<file path="src/rtl/imem_dmem_arbiter.sv">
// Arbitrates one 4-lane byte memory bank between instruction fetch and load/store.
// Data has priority unless fetch has been starved; handles store lane enables and load extension.
module imem_dmem_arbiter #(
  parameter int MEM_ADDR_WIDTH = 10,
  parameter logic [19:0] BASE_PAGE = 20'd1,
  parameter int STARVE_LIMIT = 4
) (
  input  logic                      clk,
  input  logic                      rst,
  input  logic                      if_req,
  input  logic [31:0]               if_addr,
  output logic                      if_gnt,
  output logic                      if_rvalid,
  output logic [31:0]               if_rdata,
  input  logic                      d_req,
  input  logic                      d_we,
  input  logic [2:0]                d_funct3,
  input  logic [31:0]               d_addr,
  input  logic [31:0]               d_wdata,
  output logic                      d_gnt,
  output logic                      d_rvalid,
  output logic [31:0]               d_rdata,
  output logic                      d_err,
  output logic [MEM_ADDR_WIDTH-1:0] mem_address,
  output logic [3:0]                mem_we,
  output logic [31:0]               mem_wdata,
  input  logic [31:0]               mem_rdata
);

  typedef enum logic [1:0] {IDLE, RESP_IF, RESP_D} state_t;

  localparam logic [3:0] STARVE_LIM = 4'(STARVE_LIMIT);

  state_t      state, state_next;
  logic [3:0]  starve_cnt;
  logic        starve_hit;
  logic        d_inwin, if_inwin, d_bad;

  // Attributes of the granted data access, consumed in the response cycle.
  logic [1:0]  lane_q;
  logic [2:0]  funct3_q;
  logic        we_q, ok_q, err_q, if_inwin_q;

  assign d_inwin    = (d_addr[31:12] == BASE_PAGE);
  assign if_inwin   = (if_addr[31:12] == BASE_PAGE);
  assign starve_hit = (starve_cnt >= STARVE_LIM) && if_req;

  always_comb begin
    d_bad = 1'b0;
    if (d_we) begin
      unique case (d_funct3)
        3'b000:  d_bad = 1'b0;
        3'b001:  d_bad = d_addr[0];
        3'b010:  d_bad = (d_addr[1:0] != 2'b00);
        default: d_bad = 1'b1;
      endcase
    end else begin
      unique case (d_funct3)
        3'b000, 3'b100: d_bad = 1'b0;
        3'b001, 3'b101: d_bad = d_addr[0];
        3'b010:         d_bad = (d_addr[1:0] != 2'b00);
        default:        d_bad = 1'b1;
      endcase
    end
  end

  // NOTE: every output of a combinational block gets a default first so no latch is inferred.
  always_comb begin
    state_next = state;
    if_gnt     = 1'b0;
    d_gnt      = 1'b0;
    unique case (state)
      IDLE: begin
        if (!rst) begin
          if (d_req && !starve_hit) begin
            d_gnt      = 1'b1;
            state_next = RESP_D;
          end else if (if_req) begin
            if_gnt     = 1'b1;
            state_next = RESP_IF;
          end
        end
      end
      RESP_IF, RESP_D: state_next = IDLE;
      default:         state_next = IDLE;
    endcase
  end

  assign mem_address = d_gnt ? d_addr[MEM_ADDR_WIDTH+1:2] : if_addr[MEM_ADDR_WIDTH+1:2];

  always_comb begin
    mem_we    = 4'b0000;
    mem_wdata = d_wdata;
    unique case (d_funct3)
      3'b000:  mem_wdata = {4{d_wdata[7:0]}};
      3'b001:  mem_wdata = {2{d_wdata[15:0]}};
      default: mem_wdata = d_wdata;
    endcase
    if (d_gnt && d_we && d_inwin && !d_bad) begin
      unique case (d_funct3)
        3'b000:  mem_we = 4'b0001 << d_addr[1:0];
        3'b001:  mem_we = d_addr[1] ? 4'b1100 : 4'b0011;
        default: mem_we = 4'b1111;
      endcase
    end
  end

  // NOTE: sequential state uses non-blocking assignments so every flop samples pre-edge values.
  always_ff @(posedge clk or posedge rst) begin
    if (rst) begin
      state      <= IDLE;
      starve_cnt <= 4'd0;
      lane_q     <= 2'd0;
      funct3_q   <= 3'd0;
      we_q       <= 1'b0;
      ok_q       <= 1'b0;
      err_q      <= 1'b0;
      if_inwin_q <= 1'b0;
    end else begin
      state <= state_next;
      if (if_gnt)
        starve_cnt <= 4'd0;
      else if (if_req && starve_cnt != 4'd15)
        starve_cnt <= starve_cnt + 4'd1;
      if (d_gnt) begin
        lane_q   <= d_addr[1:0];
        funct3_q <= d_funct3;
        we_q     <= d_we;
        ok_q     <= d_inwin && !d_bad;
        err_q    <= d_inwin && d_bad;
      end
      if (if_gnt)
        if_inwin_q <= if_inwin;
    end
  end

  assign if_rvalid = (state == RESP_IF);
  assign d_rvalid  = (state == RESP_D);
  assign if_rdata  = (if_rvalid && if_inwin_q) ? mem_rdata : 32'd0;
  assign d_err     = d_rvalid && err_q;

  logic [31:0] shifted;
  assign shifted = mem_rdata >> {lane_q, 3'b000};

  always_comb begin
    d_rdata = 32'd0;
    if (d_rvalid && !we_q && ok_q) begin
      unique case (funct3_q)
        3'b000:  d_rdata = {{24{shifted[7]}}, shifted[7:0]};
        3'b001:  d_rdata = {{16{shifted[15]}}, shifted[15:0]};
        3'b100:  d_rdata = {24'd0, shifted[7:0]};
        3'b101:  d_rdata = {16'd0, shifted[15:0]};
        default: d_rdata = mem_rdata;
      endcase
    end
  end

endmodule

</file>
<file path="config.mk">
export PLATFORM = sky130hd
export DESIGN_NAME = imem_dmem_arbiter
export DESIGN_NICKNAME = d
export VERILOG_FILES = /design/src/rtl/imem_dmem_arbiter.sv
export SDC_FILE = /design/constraint.sdc
export NUM_CORES = 1
export LEC_CHECK = 0
export CORE_MARGIN = 4
export CORE_UTILIZATION = 30
export DETAILED_ROUTE_END_ITERATION = 7
export MAX_ROUTING_LAYER = met4
export PLACE_DENSITY = 0.85
export SLEW_MARGIN = 5
export SYNTH_ARGS = -nofsm -noshare
export SYNTH_HDL_FRONTEND = slang
export SYNTH_SLANG_ARGS = --single-unit
</file>
<file path="constraint.sdc">
create_clock -name clk -period 2.3 [get_ports clk]
set_clock_uncertainty 0.05 [all_clocks]
set_input_delay 0.345 -clock clk [delete_from_list [all_inputs] [get_ports clk]]
set_output_delay 0.345 -clock clk [all_outputs]
set_load 0.02 [all_outputs]
</file>
; Word-level counts from Yosys, hierarchy flattened
; Cells that the tools add are included.
[word_totals]
ff_bits = 15
input_bits = 136
output_inout_bits = 115
[op_classes]
n_addsub = 1
order_cmp = 1
n_eq_ne = 14
shift = 2
mux = 24
n_reduce_logical = 23
[ops]
columns = operator, n
row1 = $pmux 32 s4, 1
row2 = $mux 32, 2
row3 = $pmux 32 s2, 1
row4 = $eq 20x1->1 const B, 2
row5 = $shr 32x5->16, 1
row6 = $mux 4, 4
row7 = $eq 3x3->1 const B, 4
row8 = $logic_and 1x1->1, 12
row9 = $mux 10, 1
row10 = $mux 1, 8
row11 = $mux 2, 4
row12 = $pmux 4 s2, 1
row13 = $eq 3x1->1 const B, 2
row14 = $logic_not 3->1, 2
row15 = $pmux 1 s3, 2
row16 = $add 4x1->4 const B, 1
row17 = $ge 4x3->1 const B, 1
row18 = $ne 4x4->1 const B, 1
row19 = $reduce_bool 2->1, 2
row20 = $reduce_or 2->1, 2
row21 = $shl 1x2->4 const A, 1
row22 = $eq 3x2->1 const B, 1
row23 = $logic_not 1->1, 3
row24 = $ne 3x3->1 const B, 1
row25 = 5 further kinds, 5

; Logic depth before layout (Yosys ltp)
; Gate-level depths: netlist of the first run.
[depth]
ltp_word = 11
mapped_depth = 7
ltp_nobuf = 5

; Least setup slack after synthesis of the first run
; OpenSTA, ideal clock, no wires.
[synth_path]
path_type = in2out
start = input d_funct3[0]
end = output mem_we[2]
t_arrival_ps = 1885
slack_ps = 20
path_stages = 4
path_buffers = 1
path_cell_list = clkbuf_1 o41ai_1 nor4b_1 a21boi_0
[synth_between]
elab_chain_len = 7
[synth_rtl]
columns = element, line
row1 = from (decl), 17  ; input logic [2:0] d_funct3,
row2 = "$eq 3x1->1, or another cell as far along", "51, 58, 100"
row3 = $reduce_or 2->1, 58  ; unique case (d_funct3)
row4 = $pmux 1 s3, 58
row5 = $mux 1, 50  ; if (d_we) begin
row6 = $logic_not 1->1, 99  ; if (d_gnt && d_we && d_inwin && !d_bad) begin
row7 = $logic_and 1x1->1, 99
row8 = $mux 4 *, 99
row9 = to (decl), 25  ; output logic [3:0] mem_we,
; Every way passes the cells marked *; elsewhere a longest branch is shown, timed or not.

; Worst setup path in the final report of the first run
[layout_path]
start = register lane_q[0]
end = output d_rdata[29]
[layout_between]
elab_chain_len = 3
[layout_rtl]
columns = element, line
row1 = from (decl), 40  ; logic [1:0] lane_q;
row2 = from (signal assigned), 126  ; lane_q <= d_addr[1:0];
row3 = $shr 32x5->16, 143  ; assign shifted = mem_rdata >> {lane_q, 3'b000};
row4 = $pmux 32 s4, 148  ; unique case (funct3_q)
row5 = $mux 32, 147  ; if (d_rvalid && !we_q && ok_q) begin
row6 = to (decl), 22  ; output logic [31:0] d_rdata,
; Every way passes these cells.

==> results of run 1 <==
-- metal layers --
| metal | track usage (%) | wire length [um] | vias to the layer above |
|---|---|---|---|
| li1 | - | - | 1832 |
| met4 | 10.65 | 567 | 0 |
| met1 | 26.24 | 4739 | 1736 |
| met5 | - | 0 | - |
| met3 | 5.143 | 1051 | 33 |
| met2 | 50.55 | 7012 | 215 |
-- flip-flops by register name, indices dropped and copies added, names as in the netlist --
signal / cells
we_q: 1
if_inwin_q: 1
ok_q: 1
funct3_q: 3
starve_cnt: 4
lane_q: 2
err_q: 1
state: 2
-- through the flow --
step                instances  worst slack (ns)  instance area (um2)
detailed placement        728           -0.7933                 5414
floorplan                 339           0.02034                 2420
CTS                       739           -0.2371                 5533
global placement          728           -0.7706                 5414
global route              740           -0.2892                 5594
finish                    740           -0.2327                 5594
-- worst paths after layout --
check                           from       endpoint  slack, ns  cells after the start
setup / recovery           lane_q[0]    d_rdata[29]      -0.23                      6
hold / removal                   rst  starve_cnt[3]       0.15                      2
setup reg to reg            state[1]           ok_q       0.54                      7
hold reg to reg                err_q          err_q       0.48                      1
max in group asynchronous        rst      lane_q[0]       1.65                      2
min in group clk               err_q          err_q       0.48                      1
-- report_power, final --
group          switching (mW)  internal, mW  leakage [nW]
registers              0.0956         0.355         0.190
clock network          0.0862         0.122        0.0228
logic                   0.957          1.01          2.87
total                    1.14          1.48          3.08
-- timing repair --
action / in CTS / in global routing
pin swaps: 8 / 12
resized for setup: 278 / 52
cloned: 1 / 0
buffers inserted: 7 / 1
setup endpoints to repair: 104 / 57
-- layout by cell type (no fill, tap or decap), drive strengths merged, types with 2 or more instances in the layout --
master	n
nor4	9
a21boi	2
nand2	45
a21oi	26
inv	9
clkbuf	7
mux2	19
clkdlybuf4s15	13
nand3	8
mux2i	26
and3	35
dlymetal6s2s	15
o221ai	7
nor4b	3
xor2	2
dfrtp	15
nor2b	2
o311a	2
nor2	24
and2	3
dlygate4sd2	72
nand4	2
clkdlybuf4s50	115
a21o	22
nor3	3
nand2b	4
or2	2
buf	110
o21ai	23
-- cells by family (layout without fill, tap and decap cells) --
| logic type | count (synthesis) | in the layout | synth area share (%) |
|---|---|---|---|
| buffers and inverters | 43 | 342 | 8.635 |
| AND/OR/NAND/NOR | 142 | 142 | 30.35 |
| flip-flops | 15 | 15 | 15.51 |
| multiplexers | 46 | 46 | 20.53 |
| adder cells (fa/ha/maj) | 1 | 1 | 0.5170 |
| XOR/XNOR | 2 | 2 | 0.7240 |
| AO/OA/AOI/OAI | 90 | 90 | 23.73 |
-- area by class of cell --
| type | count | area [um2] |
|---|---|---|
| Clock buffer | 4 | 45.04 |
| Fill cell | 634 | 2173 |
| Inverter | 10 | 37.54 |
| Multi-Input combinational cell | 281 | 1976 |
| Sequential cell | 15 | 377.9 |
| Tap cell | 102 | 127.6 |
| Timing Repair Buffer | 328 | 3030 |
==> run metrics, run 1 <==
most numerous cell in the Yosys netlist nand2_1; I/O pins 251; Clk pin slew, worst setup/hold paths 0.06 ns; Residual DRC 0; post-route antenna net violation count 0; Via density 5.157; Worst EP arrival 2.14 ns; number of enable flip-flop cells after synthesis 0; CTS tree yes; area leader, netlist dfrtp_1; Post-Syn Area 2420 um2; final critical-path required period 2.533 ns; die area 9567 um2; Post-DP HPWL 11240 um; Max-Slew Margin vs Limit 62.89%; Die H 97.81 um; status complete, but fails checks; Max Freq 394.8 MHz; top area cells in the synthesized netlist dfrtp_1 (16%), mux2i_1 (11%), and3_1 (9.0%); max cap viols 0; nets 776; ratio of cells with drive above 1 in the final layout 26.65%; crit end category output port; Hold WC Path Type in2async; Hold Violations, Final 0; via count 3816; global-route wire length before repair 20140 um; fin worst setup slack -0.2327 ns; Initial Utilization 31.15%; Synth Instances 339; post-synth cell types 43; hold_buf cts 0; Tot Pwr 2.624 mW; Critical-path top delay cell mux4_2; failing checks negative setup slack; IO Port Bufs 248; worst skew pair latency 0.24 ns; drt initial violations 65; worst path required time 1.90 ns; H-tree lvl count 1; CP top delay family multiplexers; CTS max path bufs 2; YS warnings 0; initial antenna violation count 0; Placer Congestion 0.9575; First-pass DRT Iterations 4; worst path cell trace mux2i_1 > mux4_2 > nor4_4 > buf_4 > a21o_1 > buf_6; Slew @ Worst Pin 0.5561 ns; Tcrit/Tclk final 110.1%; core footprint 7767 um2; Inserted Clock Buffers 3; PD cells 469.0 nW/um2; # rows 32; CP peak stage delay 0.50 ns; Syn Nets 476; Routed wire per std cell 18.07 um; area added between synthesis and finish 131.2%; WS Path Type reg2out; final slew viol count 0; Sink Count 15; Tot GR Track Use 26.54%; LEAKAGE 3.080 nW; Seq/Total Area, Yosys 15.51%; Yosys reg bits 15; Post-Route Setup TNS -2.999 ns; die width 97.81 um; synth cell count leaders nand2_1 (45), and3_1 (35), a21oi_1 (26), mux2i_1 (26), nor2_1 (24); largest net degree at the start of global routing 34; Antenna Cells 0; Final setup viols 16; FFs w/ async S/R, synth 100.0%; CP max FO 7; peak supply drop 232.9 uV; hold slack 0.1465 ns; startpoint types flip-flop; Final Core Density 72.02%; number of global-route vias before repair 3962; final WL 13370 um; syn_area_per_cell 7.138 um2; unrepaired setup endpoints after global routing yes; worst path bufs/invs 2; Synth Flop Type dfrtp_1; total grt overflow 0; CTS root buffer clkbuf_8; top cell type's share of synthesized area 15.51%
Power figures use the tool's default switching activity.
==> inputs of run 2 (changes only) <==
Settings changed: GPL_TIMING_DRIVEN set to 1.
==> results of run 2 <==
Final layout, timing and power as in run 1 (identical DEF).
==> inputs of run 3 (changes only) <==
Settings changed: CORE_AREA set to 2 2 96 98, CORE_MARGIN 4 to unset, CORE_UTILIZATION 30 to unset, DIE_AREA set to 0 0 98 100, PLACE_DENSITY 0.85 to 0.79.
==> run metrics, run 3 (synthesis gave the netlist of run 1 again) <==
status complete, but fails checks; failing checks negative setup slack; Max-Slew Margin vs Limit 63.20% (+0.32 points); crit end category output port; Hold Violations, Final 0 (unchanged); Routed wire per std cell 16.29 um (-9.9%); Post-DP HPWL 9878 um (-12%); Clk pin slew, worst setup/hold paths 0.06 ns (about the same); Tot Pwr 2.675 mW (+2.0%); H-tree lvl count 1 (unchanged); Tcrit/Tclk final 107.5% (-2.6 points); core footprint 8890 um2 (+14%); die width 98 um (+0.19%); Worst EP arrival 2.08 ns (-0.06 ns); CP max FO 7 (unchanged); final slew viol count 0 (unchanged); Post-Route Setup TNS -2.558 ns (+0.4404 ns); CTS max path bufs 2 (unchanged); Largest Register starve_cnt; Inserted Clock Buffers 3 (unchanged); placed cell area 5483 um2 (+1.3%); Worst R2R Setup Slack 0.70 ns (+0.16 ns); startpoint types flip-flop; Initial Utilization 27.22% (-3.9 points); area added between synthesis and finish 137.8%; Reg2Reg Depth 6 (-1); dpl ws -0.8469 ns (-0.05363 ns); Placer Congestion 0.8553 (-11%); die area 9800 um2 (+2.4%); Sink Count 15 (unchanged); drt initial violations 129 (+98%); unrepaired setup endpoints after global routing yes; Reg area 377.9 um2 (unchanged); Final Core Density 64.73% (-7.3 points); peak supply drop 385.4 uV (+65%); final instance area 5754 um2 (+2.9%); most common cell after layout, fill and taps aside clkdlybuf4s50_1; multi-input logic area 1997 um2 (+1.1%); FILL cells 792 (+25%); PD cells 464.8 nW/um2 (-0.89%); WS Path Type reg2out; start point of the critical path lane_q[0]; initial antenna violation count 0 (unchanged); Final setup viols 16 (unchanged); Tot GR Track Use 23.90% (-2.6 points); FF-to-FF End ok_q; max cap viols 0 (unchanged); Die H 100 um (+2.2%); total grt overflow 0 (unchanged); LEAKAGE 3.458 nW (+12%); hold slack 0.1504 ns (+0.003954 ns); # rows 35 (+9.4%); Max Freq 404.4 MHz (+2.4%); final WL 12280 um (-8.2%); Hold WC Path Type in2async; hold_buf cts 0 (unchanged); nets 781 (+0.64%); fin worst setup slack -0.1727 ns (+0.06004 ns); max reg flops 4 (unchanged); non-filler cells in the finished layout 754 (+1.9%); commonest non-fill, non-tap cells in the layout clkdlybuf4s50_1 (111), buf_4 (80), nand2_1 (45); IO Port Bufs 248 (unchanged); final critical-path required period 2.473 ns (-0.06004 ns); Via density 5.052 (-2.0%); Slew @ Worst Pin 0.5514 ns (-0.004728 ns); Antenna Cells 0 (unchanged); CTS tree yes; First-pass DRT Iterations 4 (unchanged); worst path required time 1.90 ns (about the same); via count 3809 (-0.18%); RR Startpoint state[1]; Residual DRC 0 (unchanged); global-route wire length before repair 18890 um (-6.2%); ratio of cells with drive above 1 in the final layout 30.02% (+3.4 points); Regs by FF count starve_cnt x4, funct3_q x3; Post-Place Cells 741 (+1.8%); CTS root buffer clkbuf_8; largest net degree at the start of global routing 34 (unchanged); post-route antenna net violation count 0 (unchanged); I/O pins 251 (unchanged); number of global-route vias before repair 3806 (-3.9%); crit path capture d_rdata[27]; worst skew pair latency 0.24 ns (about the same)
==> run 3: timing repair <==
action	4_1_cts	5_1_grt
buffers inserted	7	4
pin swaps	12	13
setup endpoints to repair	74	90
resized for setup	291	89
cloned	1	1
==> run 3: worst max-delay path, stage by stage (launching register included) <==
cell and delay [ns]:
dfrtp_2 0.47, mux2i_2 0.19, mux4_2 0.49, nor4_4 0.27, buf_6 0.19, a21o_1 0.11
buf_6 0.12
==> run 3: power breakdown <==
group / internal, mW / switching, mW / leakage (nW) / total [mW]
logic: 1.02 / 0.992 / 3.24 / 2.02
clock network: 0.120 / 0.0890 / 0.0255 / 0.209
registers: 0.355 / 0.0952 / 0.190 / 0.450
total: 1.50 / 1.18 / 3.46 / 2.67
==> run 3: cell type report <==
cell class | instances | share of cell area, %
clock buffers | 3 | 0.7175
clock inverters | 1 | 0.08698
repair buffers | 333 | 54.86
well taps | 111 | 2.414
inverters | 10 | 0.6523
flip-flops and latches | 15 | 6.567
multi-input cells | 281 | 34.70
==> run 3: worst min path at each step <==
stage | startpoint | to | slack (ns) | cells past startpoint
6_report | rst | state[0] | 0.15 | 2
5_1_grt | rst | state[1] | 0.21 | 2
4_1_cts | rst | state[0] | 0.47 | 2
3_5_place_dp | err_q | err_q | 0.49 | 1
3_3_place_gp | err_q | err_q | 0.47 | 1
2_1_floorplan | rst | err_q | 0.20 | 1
==> run 3: metal layers <==
metal  GRT usage (%)  wire (um)  part of all wire [%]
met2           44.10       6339                    52
met3           3.412        840                   6.8
met5               -          0                     0
met4           7.585        399                   3.2
met1           26.60       4700                    38
